File: config.mk
export PLATFORM = sky130hd
export DESIGN_NAME = acc_core_mc
export DESIGN_NICKNAME = d
export VERILOG_FILES = /design/src/rtl/acc_pkg.sv /design/src/rtl/acc_sat_add.sv /design/src/rtl/acc_core_mc.sv
export SDC_FILE = /design/constraint.sdc
export NUM_CORES = 1
export LEC_CHECK = 0
export BUFFER_PORTS_ARGS = -buffer_cell sky130_fd_sc_hd__buf_2
export CORE_MARGIN = 5
export CORE_UTILIZATION = 47
export DETAILED_ROUTE_END_ITERATION = 8
export PLACE_DENSITY = 0.66
export SLEW_MARGIN = 10
export SYNTH_ARGS = -nofsm -noshare
export SYNTH_HDL_FRONTEND = slang
export SYNTH_SLANG_ARGS = --single-unit
File: constraint.sdc
create_clock -name clk -period 3 [get_ports clk]
set_clock_uncertainty 0.2 [all_clocks]
set_input_delay 0 -clock clk [delete_from_list [all_inputs] [get_ports clk]]
set_output_delay 0 -clock clk [all_outputs]
set_load 0.05 [all_outputs]
File: src/rtl/acc_pkg.sv
// Shared definitions for the multi-channel accumulator.
//   state_e           : controller states (IDLE, RUN, DRAIN)
//   DEF_*             : default width / configuration constants
//   clog2()           : ceiling log2 used to size the channel index
package acc_pkg;

  typedef enum logic [1:0] {
    ST_IDLE  = 2'd0,
    ST_RUN   = 2'd1,
    ST_DRAIN = 2'd2
  } state_e;

  localparam int DEF_IN_DATA_WIDTH = 32'd8;
  localparam int DEF_DWIDTH        = 32'd16;
  localparam int DEF_NUM_CH        = 32'd4;
  localparam int DEF_SIGNED        = 32'd0;
  localparam int DEF_SAT           = 32'd1;

  // Smallest r with 2**r >= value (0 for value <= 1).
  function automatic int clog2(input int value);
    int result;
    result = 32'd0;
    for (int i = 0; i < 31; i++) begin
      if ((32'd1 << i) < value) begin
        result = i + 32'd1;
      end else begin
        result = result;
      end
    end
    return result;
  endfunction

endpackage

File: src/rtl/acc_sat_add.sv
// Per-channel datapath: extends a sample to the accumulator width, adds it to
// the running sum, and either saturates or wraps on overflow.
//   acc_i    : current channel sum (DWIDTH)
//   sample_i : incoming sample (IN_DATA_WIDTH)
//   sum_o    : next channel sum (DWIDTH), clamped when SAT != 0
//   ovf_o    : this addition overflowed the representable range
module acc_sat_add #(
  parameter int IN_DATA_WIDTH = 32'd8,
  parameter int DWIDTH        = 32'd16,
  parameter int SIGNED        = 32'd0,
  parameter int SAT           = 32'd1
) (
  input  logic [DWIDTH-1:0]        acc_i,
  input  logic [IN_DATA_WIDTH-1:0] sample_i,
  output logic [DWIDTH-1:0]        sum_o,
  output logic                     ovf_o
);

  localparam logic [DWIDTH-1:0] SMAX = {1'b0, {(DWIDTH-1){1'b1}}};
  localparam logic [DWIDTH-1:0] SMIN = {1'b1, {(DWIDTH-1){1'b0}}};

  logic [DWIDTH-1:0] ext_s;
  logic [DWIDTH:0]   raw_s;
  logic [DWIDTH-1:0] clamp_s;
  logic              ovf_s;

  // A size cast of a signed operand sign-extends; of an unsigned one, zero-extends.
  if (SIGNED != 0) begin : g_sext
    assign ext_s = DWIDTH'($signed(sample_i));
  end else begin : g_zext
    assign ext_s = DWIDTH'(sample_i);
  end

  // Add, detect overflow in the active number system, pick clamp or wrapped value.
  always_comb begin
    raw_s   = {1'b0, acc_i} + {1'b0, ext_s};
    ovf_s   = 1'b0;
    clamp_s = {DWIDTH{1'b1}};
    if (SIGNED != 0) begin
      // Signed overflow: operands agree in sign but the sum does not.
      ovf_s   = (acc_i[DWIDTH-1] == ext_s[DWIDTH-1]) &&
                (raw_s[DWIDTH-1] != acc_i[DWIDTH-1]);
      clamp_s = acc_i[DWIDTH-1] ? SMIN : SMAX;
    end else begin
      ovf_s   = raw_s[DWIDTH];
      clamp_s = {DWIDTH{1'b1}};
    end
    if (ovf_s && (SAT != 0)) begin
      sum_o = clamp_s;
    end else begin
      sum_o = raw_s[DWIDTH-1:0];
    end
    ovf_o = ovf_s;
  end

endmodule

File: src/rtl/acc_core_mc.sv
// Multi-channel accumulator. Samples are summed per channel while run_i is
// high; when run_i falls, each channel's sum is streamed out as one beat with a
// valid/ready handshake, after which all sums and overflow flags clear.
//   clk, rst            : clock, synchronous active-high reset
//   run_i               : accumulation window; its fall starts the drain
//   valid_i, ch_i,
//   number_i, ready_o   : sample input and its acceptance indicator
//   valid_o, out_ready_i: result beat handshake
//   ch_o, result_o,
//   ovf_o               : channel, sum and sticky overflow of the current beat
module acc_core_mc
  import acc_pkg::*;
#(
  parameter int IN_DATA_WIDTH = DEF_IN_DATA_WIDTH,
  parameter int DWIDTH        = DEF_DWIDTH,
  parameter int NUM_CH        = DEF_NUM_CH,
  parameter int SIGNED        = DEF_SIGNED,
  parameter int SAT           = DEF_SAT,
  localparam int CH_W         = (clog2(NUM_CH) > 32'd1) ? clog2(NUM_CH) : 32'd1
) (
  input  logic                     clk,
  input  logic                     rst,
  input  logic                     run_i,
  input  logic                     valid_i,
  input  logic [CH_W-1:0]          ch_i,
  input  logic [IN_DATA_WIDTH-1:0] number_i,
  output logic                     ready_o,
  input  logic                     out_ready_i,
  output logic                     valid_o,
  output logic [CH_W-1:0]          ch_o,
  output logic [DWIDTH-1:0]        result_o,
  output logic                     ovf_o
);

  // One extra bit so the channel count itself is representable.
  localparam logic [CH_W:0]   NUM_CH_L = (CH_W+1)'(NUM_CH);
  localparam logic [CH_W-1:0] LAST_CH  = CH_W'(NUM_CH - 1);

  state_e            state_q, state_d;
  logic [CH_W-1:0]   d_q, d_d;
  logic [DWIDTH-1:0] acc_q [NUM_CH];
  logic [DWIDTH-1:0] acc_d [NUM_CH];
  logic [NUM_CH-1:0] ovf_q, ovf_d;
  logic              valid_q, valid_d;
  logic              ready_q, ready_d;
  logic [CH_W-1:0]   ch_q, ch_d;
  logic [DWIDTH-1:0] result_q, result_d;
  logic              ovf_out_q, ovf_out_d;

  logic [DWIDTH-1:0] sum_s [NUM_CH];
  logic [NUM_CH-1:0] add_ovf_s;
  logic              accept_s;
  logic              beat_s;

  for (genvar g = 0; g < NUM_CH; g++) begin : g_ch
    acc_sat_add #(
      .IN_DATA_WIDTH(IN_DATA_WIDTH),
      .DWIDTH       (DWIDTH),
      .SIGNED       (SIGNED),
      .SAT          (SAT)
    ) u_add (
      .acc_i   (acc_q[g]),
      .sample_i(number_i),
      .sum_o   (sum_s[g]),
      .ovf_o   (add_ovf_s[g])
    );
  end

  // Next-state, accumulator update and next output-beat computation.
  always_comb begin
    state_d   = state_q;
    d_d       = d_q;
    acc_d     = acc_q;
    ovf_d     = ovf_q;
    valid_d   = 1'b0;
    ready_d   = 1'b1;
    ch_d      = {CH_W{1'b0}};
    result_d  = {DWIDTH{1'b0}};
    ovf_out_d = 1'b0;

    accept_s = valid_i && run_i && ready_q && (state_q != ST_DRAIN) &&
               ({1'b0, ch_i} < NUM_CH_L);
    beat_s   = (state_q == ST_DRAIN) && valid_q && out_ready_i;

    case (state_q)
      ST_IDLE: begin
        if (run_i) state_d = ST_RUN;
        else       state_d = ST_IDLE;
      end
      ST_RUN: begin
        if (!run_i) state_d = ST_DRAIN;
        else        state_d = ST_RUN;
      end
      ST_DRAIN: begin
        if (beat_s && (d_q == LAST_CH)) begin
          // Last beat taken: window closes and every channel starts fresh.
          state_d = ST_IDLE;
          d_d     = {CH_W{1'b0}};
          ovf_d   = {NUM_CH{1'b0}};
          for (int i = 0; i < NUM_CH; i++) acc_d[i] = {DWIDTH{1'b0}};
        end else if (beat_s) begin
          d_d = d_q + CH_W'(1);
        end else begin
          d_d = d_q;
        end
      end
      default: state_d = ST_IDLE;
    endcase

    for (int i = 0; i < NUM_CH; i++) begin
      if (accept_s && (ch_i == CH_W'(i))) begin
        acc_d[i] = sum_s[i];
        ovf_d[i] = ovf_q[i] | add_ovf_s[i];
      end else begin
        acc_d[i] = acc_d[i];
      end
    end

    // Outputs are registered from the next state, so the first beat appears
    // one cycle after run_i is seen low and holds while the sink stalls.
    if (state_d == ST_DRAIN) begin
      valid_d = 1'b1;
      ready_d = 1'b0;
      ch_d    = d_d;
      for (int i = 0; i < NUM_CH; i++) begin
        result_d  = (d_d == CH_W'(i)) ? acc_q[i] : result_d;
        ovf_out_d = (d_d == CH_W'(i)) ? ovf_q[i] : ovf_out_d;
      end
    end else begin
      valid_d = 1'b0;
      ready_d = 1'b1;
    end
  end

  // State, accumulator and output registers with synchronous reset.
  always_ff @(posedge clk) begin
    if (rst) begin
      state_q   <= ST_IDLE;
      d_q       <= {CH_W{1'b0}};
      ovf_q     <= {NUM_CH{1'b0}};
      valid_q   <= 1'b0;
      ready_q   <= 1'b1;
      ch_q      <= {CH_W{1'b0}};
      result_q  <= {DWIDTH{1'b0}};
      ovf_out_q <= 1'b0;
      for (int i = 0; i < NUM_CH; i++) acc_q[i] <= {DWIDTH{1'b0}};
    end else begin
      state_q   <= state_d;
      d_q       <= d_d;
      ovf_q     <= ovf_d;
      valid_q   <= valid_d;
      ready_q   <= ready_d;
      ch_q      <= ch_d;
      result_q  <= result_d;
      ovf_out_q <= ovf_out_d;
      for (int i = 0; i < NUM_CH; i++) acc_q[i] <= acc_d[i];
    end
  end

  assign ready_o  = ready_q;
  assign valid_o  = valid_q;
  assign ch_o     = ch_q;
  assign result_o = result_q;
  assign ovf_o    = ovf_out_q;

endmodule

After elaboration in Yosys (flattened, before gate mapping)

Index checks and enable logic that the tools add are counted.

Add/subtract/negate cells: 5
Eq/ne operators: 11
Multiplexer cells: 33
Bitwise gates (word level): 5
Reductions and logical operators: 26

Operators by type and width:

| kind                                                             | count |
|---|---|
| 16-bit 2-to-1 mux                                                | 12 |
| 64-bit 2-to-1 mux                                                | 2 |
| 16-bit by 8-bit adder with 17-bit output                         | 4 |
| 2-bit nonzero test                                               | 8 |
| 2-bit == test (second input constant)                            | 7 |
| 1-bit 2-to-1 mux                                                 | 11 |
| 1-bit logical AND                                                | 10 |
| 2-bit 2-to-1 mux                                                 | 5 |
| 4-bit 2-to-1 mux                                                 | 2 |
| 2-bit AND reduction                                              | 4 |
| 2-bit by 1-bit == test with 1-bit output (second input constant) | 3 |
| 2-bit zero test                                                  | 3 |
| 2-bit case mux with 3 select lines                               | 1 |
| 1-bit bitwise OR                                                 | 4 |
| 2-bit by 1-bit adder with 2-bit output (second input constant)   | 1 |
| 2-bit inequality test (second input constant)                    | 1 |
| 2-bit OR reduction                                               | 1 |
| 1-bit inverter                                                   | 1 |

Register bits after elaboration: 93
Logic and storage cells: 95

Longest topological paths before layout

Word-level depth: 11
Gate-level depth with buffers: 9
Depth with buffers taken out: 7

By module

A second synthesis with hierarchy kept.

Cell total of the unflattened synthesis: 650
Area total of the unflattened synthesis: 6180.9 um2

Modules (own cells, without submodules):

| module                           | times used | cells each | area each (um2) |
|---|---|---|---|
| acc_core_mc                      | 1          | 290        | 3530.9 |
| acc_sat_add at g_ch[0].u_add ... | 2          | 91         | 679.4 |
| acc_sat_add at g_ch[2].u_add ... | 2          | 89         | 645.6 |

Worst setup path after synthesis

OpenSTA, ideal clock, no wires.

Path kind: register -> register
From: reg valid_q, in the netlist valid_o
To: reg result_q[12], in the netlist result_o[12]
Library setup time: 0.115 ns
Data arrival time: 2.246 ns
Data required time: 2.685 ns
Setup slack: 0.439 ns
Cell stages (with the launch flop): 6
Clock period less this slack: 2.561 ns
Path through: dfxtp_1 nand3_1 mux2i_4 buf_6 mux4_2 and2_1

Cells in the longest elaborated chain, start to end: 10
Elaborated cells on any way between the ends: 19
Those cells by class: eq/ne: 4; mux: 9; bitwise: 1; reduce/logical: 5

RTL lines:

| element                                               | RTL line                              | RTL |
|---|---|---|
| start: declaration                                    | acc_core_mc.sv:44                     | `logic valid_q, valid_d;` |
| start signal: assignment                              | acc_core_mc.sv:151                    | `valid_q <= valid_d;` |
| 1-bit logical AND * (2 in series)                     | acc_core_mc.sv:83                     | `beat_s = (state_q == ST_DRAIN) && valid_q && out_ready_i;` |
| 2-bit 2-to-1 mux or 1-bit logical AND (tied branches) | acc_core_mc.sv:101, acc_core_mc.sv:95 |  |
| 2-bit 2-to-1 mux                                      | acc_core_mc.sv:95                     | `if (beat_s && (d_q == LAST_CH)) begin` |
| 2-bit 2-to-1 mux                                      | acc_core_mc.sv:85                     | `case (state_q)` |
| 2-bit zero test                                       | acc_core_mc.sv:126                    | `result_d = (d_d == CH_W'(i)) ? acc_q[i] : result_d;` |
| 16-bit 2-to-1 mux (4 in series)                       | acc_core_mc.sv:126                    |  |
| end signal: assignment                                | acc_core_mc.sv:144                    | `result_q <= {DWIDTH{1'b0}};` |
| end signal: assignment                                | acc_core_mc.sv:154                    | `result_q <= result_d;` |
| end: declaration                                      | acc_core_mc.sv:47                     | `logic [DWIDTH-1:0] result_q, result_d;` |

Mark *: on every way between the ends. The rest lies on a longest branch, timed or not.
A chain may end at the register's enable or synchronous reset.

Final worst setup path

From: in number_i[0]
To: reg acc_q[13] (netlist name)

Cells in the longest elaborated chain, start to end: 3

RTL lines:

| element                                  | RTL line           | RTL |
|---|---|---|
| start: declaration                       | acc_core_mc.sv:26  | `input logic [IN_DATA_WIDTH-1:0] number_i,` |
| 16-bit by 8-bit adder with 17-bit output | acc_sat_add.sv:36  | `raw_s = {1'b0, acc_i} + {1'b0, ext_s};` |
| 16-bit 2-to-1 mux                        | acc_sat_add.sv:48  | `if (ovf_s && (SAT != 0)) begin` |
| 16-bit 2-to-1 mux                        | acc_core_mc.sv:111 | `if (accept_s && (ch_i == CH_W'(i))) begin` |
| end: declaration                         | acc_core_mc.sv:41  | `logic [DWIDTH-1:0] acc_q [NUM_CH];` |

Every way passes these cells.

==> metrics.csv <==
metric,value,unit
Sequential Power Share,45.5,%
Final Slew Violations,0,
Slew HR,57.07,%
vias in the first global route,4918,
dpl cells,769,
GR Util All Layers,21.93,%
Die Ht,118.7,µm
Worst Max-Slew Pin Slew,0.6404,ns
multi-input logic area,3567,µm²
kind of critical path,input port to register,
Resized Gates After CTS,0,
Worst-path clk slew,0.06,ns
setup slack after layout,0.2472,ns
post-synthesis cell count,606,
Die Span X,118.7,µm
vias per cell,6.440,
CP endpoint kind,register,
pin count of the biggest net entering global routing,51,
Residual DRC,0,
Max Fclk,363.3,MHz
final hold violations,0,
Async SR Flop Fraction,0,%
drt wl/cell,19.02,µm
sequential-to-total area share from yosys stat,33.50,%
min-delay worst type,input port to register,
most frequent cells in the layout,"dfxtp_1, a21oi_1, nor2_1",
"commonest non-fill, non-tap cell in the layout",dfxtp_1,
Post-Layout Cell Count,791,
met2 GRT Util,35.35,%
first-pass GRT wire length,25.15,mm
Final ANT Viol Nets,0,
synth warn,0,
outcome,"finished, final reports clean",
combinational power share,9.1,%
Post-synth EDFFs,0,
Pwr Density,441.4,nW/µm²
Final Cycle Share,91.76,%
worst vdd ir,0.3106,mV
Area Growth Syn to Fin,13.01,%
root buffer cell,clkbuf_16,
Psw,0.0006517,W
# rows,39,
HPWL after DPL,10.93,mm
initial antenna violation count,0,
register area,1862,µm²
CP peak stage delay,0.53,ns
gr ovfl total,0,
total CTS buffers,9,
# IOs,36,
Total Wirelength,15.04,mm
Final min period,2.753,ns
mapped cell area,5558,µm²
CTS sink count,93,
Ant. Diodes,0,
met1 usage,29.53,%
CTS Buffer Depth,2,
setup_tns,0,ns
die area,14100,µm²
met3 Track Usage GR,4.871,%
Clock power frac,45.4,%
1st-iter DRT viols,528,
Skew-Pair Late Insertion Delay,0.35,ns
"flops & latches, synth",93,
"Arr. time, crit path",2.77,ns
layout cells sized above 1,15.90,%
Filler cells,1054,
Synth Flop Type,dfxtp_1,
final setup fails,0,
"worst slack, placed",0.3096,ns
initial cell density of the core,48.26,%
"Cell Chain, Critical Path","dlygate4sd3_1, buf_2, ha_1, fa_1, a211oi_1, o211ai_1, and3_1, nand2_1, a31oi_1",
Leak,2.418,nW
Sw Ratio,23.51,%
nets@finish,695,
RSZ-0062 raised after global routing,no,
"Slowest-stage cell, CP",dlygate4sd3_1,
DR vias,5094,
routability congestion estimate,0.9430,
drt first pass iters,5,
internal power,0.002121,W
CP required,3.02,ns
Cell variety after synth,60,
Synth Area per Inst,9.171,µm²
Max Cap Violations,0,
PortBufs,35,
post-synthesis net count,658,
hold slack,0.06221,ns
CTS tree,yes,
GR peak layer,met2,
H-tree levels,3,
worst-path maximum fanout,13,
Core Box Area,11520,µm²
CP Launch Type,input port,
timing repair:
item / 4_1_cts / 5_1_grt
hold buffers: 6 / 0
endpoints found under the hold margin: 26 / 0
setup buffers: 0 / 0
critical path: cells and delay by family:
| family | cells | cell delay (ns) |
|---|---|---|
| buffers and inverters | 2 | 0.70 |
| AO/OA/AOI/OAI | 3 | 0.68 |
| AND/OR/NAND/NOR | 2 | 0.71 |
| adder cells (fa/ha/maj) | 2 | 0.68 |
final cells by class:
class,count,area share [%]
clock buffer,13,4.143
clock inverter,3,1.076
inverter,4,0.2390
multi-input combinational,483,56.79
sequential,93,29.64
tap,143,2.849
timing repair buffer,52,5.259
cell usage after synthesis (10+ instances only):
cell type,instances,area share [%]
a22oi_1,25,3.4
clkbuf_1,20,1.4
a31oi_1,14,1.6
o211ai_1,31,4.2
ha_1,33,7.4
nor3_1,14,1.3
and2_1,22,2.5
a21o_1,11,1.5
mux2_2,13,2.6
nand3_1,29,2.6
o21ai_0,10,0.90
a21oi_1,71,6.4
dfxtp_1,93,33
xor2_1,11,1.7
nor2_1,44,3.0
nand2_1,42,2.8
mux4_2,13,5.3
cell families (layout without fill, tap and decap cells):
family / Yosys count / after routing / synth area share (%)
AOI/OAI and AO/OA: 198 / 198 / 23.35
xor gates and xnor gates: 17 / 17 / 2.679
adders and majority gates: 37 / 37 / 8.870
buffers and inverters: 30 / 72 / 2.319
DFF: 93 / 93 / 33.50
muxes: 34 / 34 / 10.81
and+or+nand+nor: 197 / 197 / 18.48
per-layer routing:
metal	routed length, µm	vias to the layer above
li1	-	2425
met1	6770	2464
met2	6960	183
met3	1012	22
met4	301	0
met5	0	-
path summary, 6_finish.rpt:
path	startpoint	to	slack, ns	cells past startpoint
max	number_i[0]	acc_q[13]	0.25	9
min	valid_i	acc_q[39]	0.06	5
max reg2reg	acc_q[0]	acc_q[13]	0.29	7
min reg2reg	ovf_q[0]	ovf_q[0]	0.26	2
per-stage QoR:
step / total power [W] / utilization [%] / cell area (µm²)
finish: 0.002772 / 54.54 / 6281
global route: 0.002878 / 54.54 / 6281
CTS: 0.002790 / 54.54 / 6281
detailed placement: 0.001529 / 51.17 / 5893
global placement: 0.001523 / 51.17 / 5893
floorplan: 0.001458 / - / 5558
state kept, by name, indices dropped and copies added (netlist names):
signal and cells:
ready_o 1, result_o 16, ovf_q 4, d_q 2, ovf_o 1, ch_o 2, state_q 2, valid_o 1
acc_q 64
power groups by stage:
stage / Sequential, W / Clock (W) / Combinational, W
5_1_grt: 0.00126 / 0.00134 / 0.000278
4_1_cts: 0.00126 / 0.00128 / 0.000249
2_1_floorplan: 0.00129 / 0 / 0.000169
3_3_place_gp: 0.00129 / 0 / 0.000235
6_report: 0.00126 / 0.00126 / 0.000252
3_5_place_dp: 0.00129 / 0 / 0.000241
No activity file was read; power rests on OpenSTA's default activity.
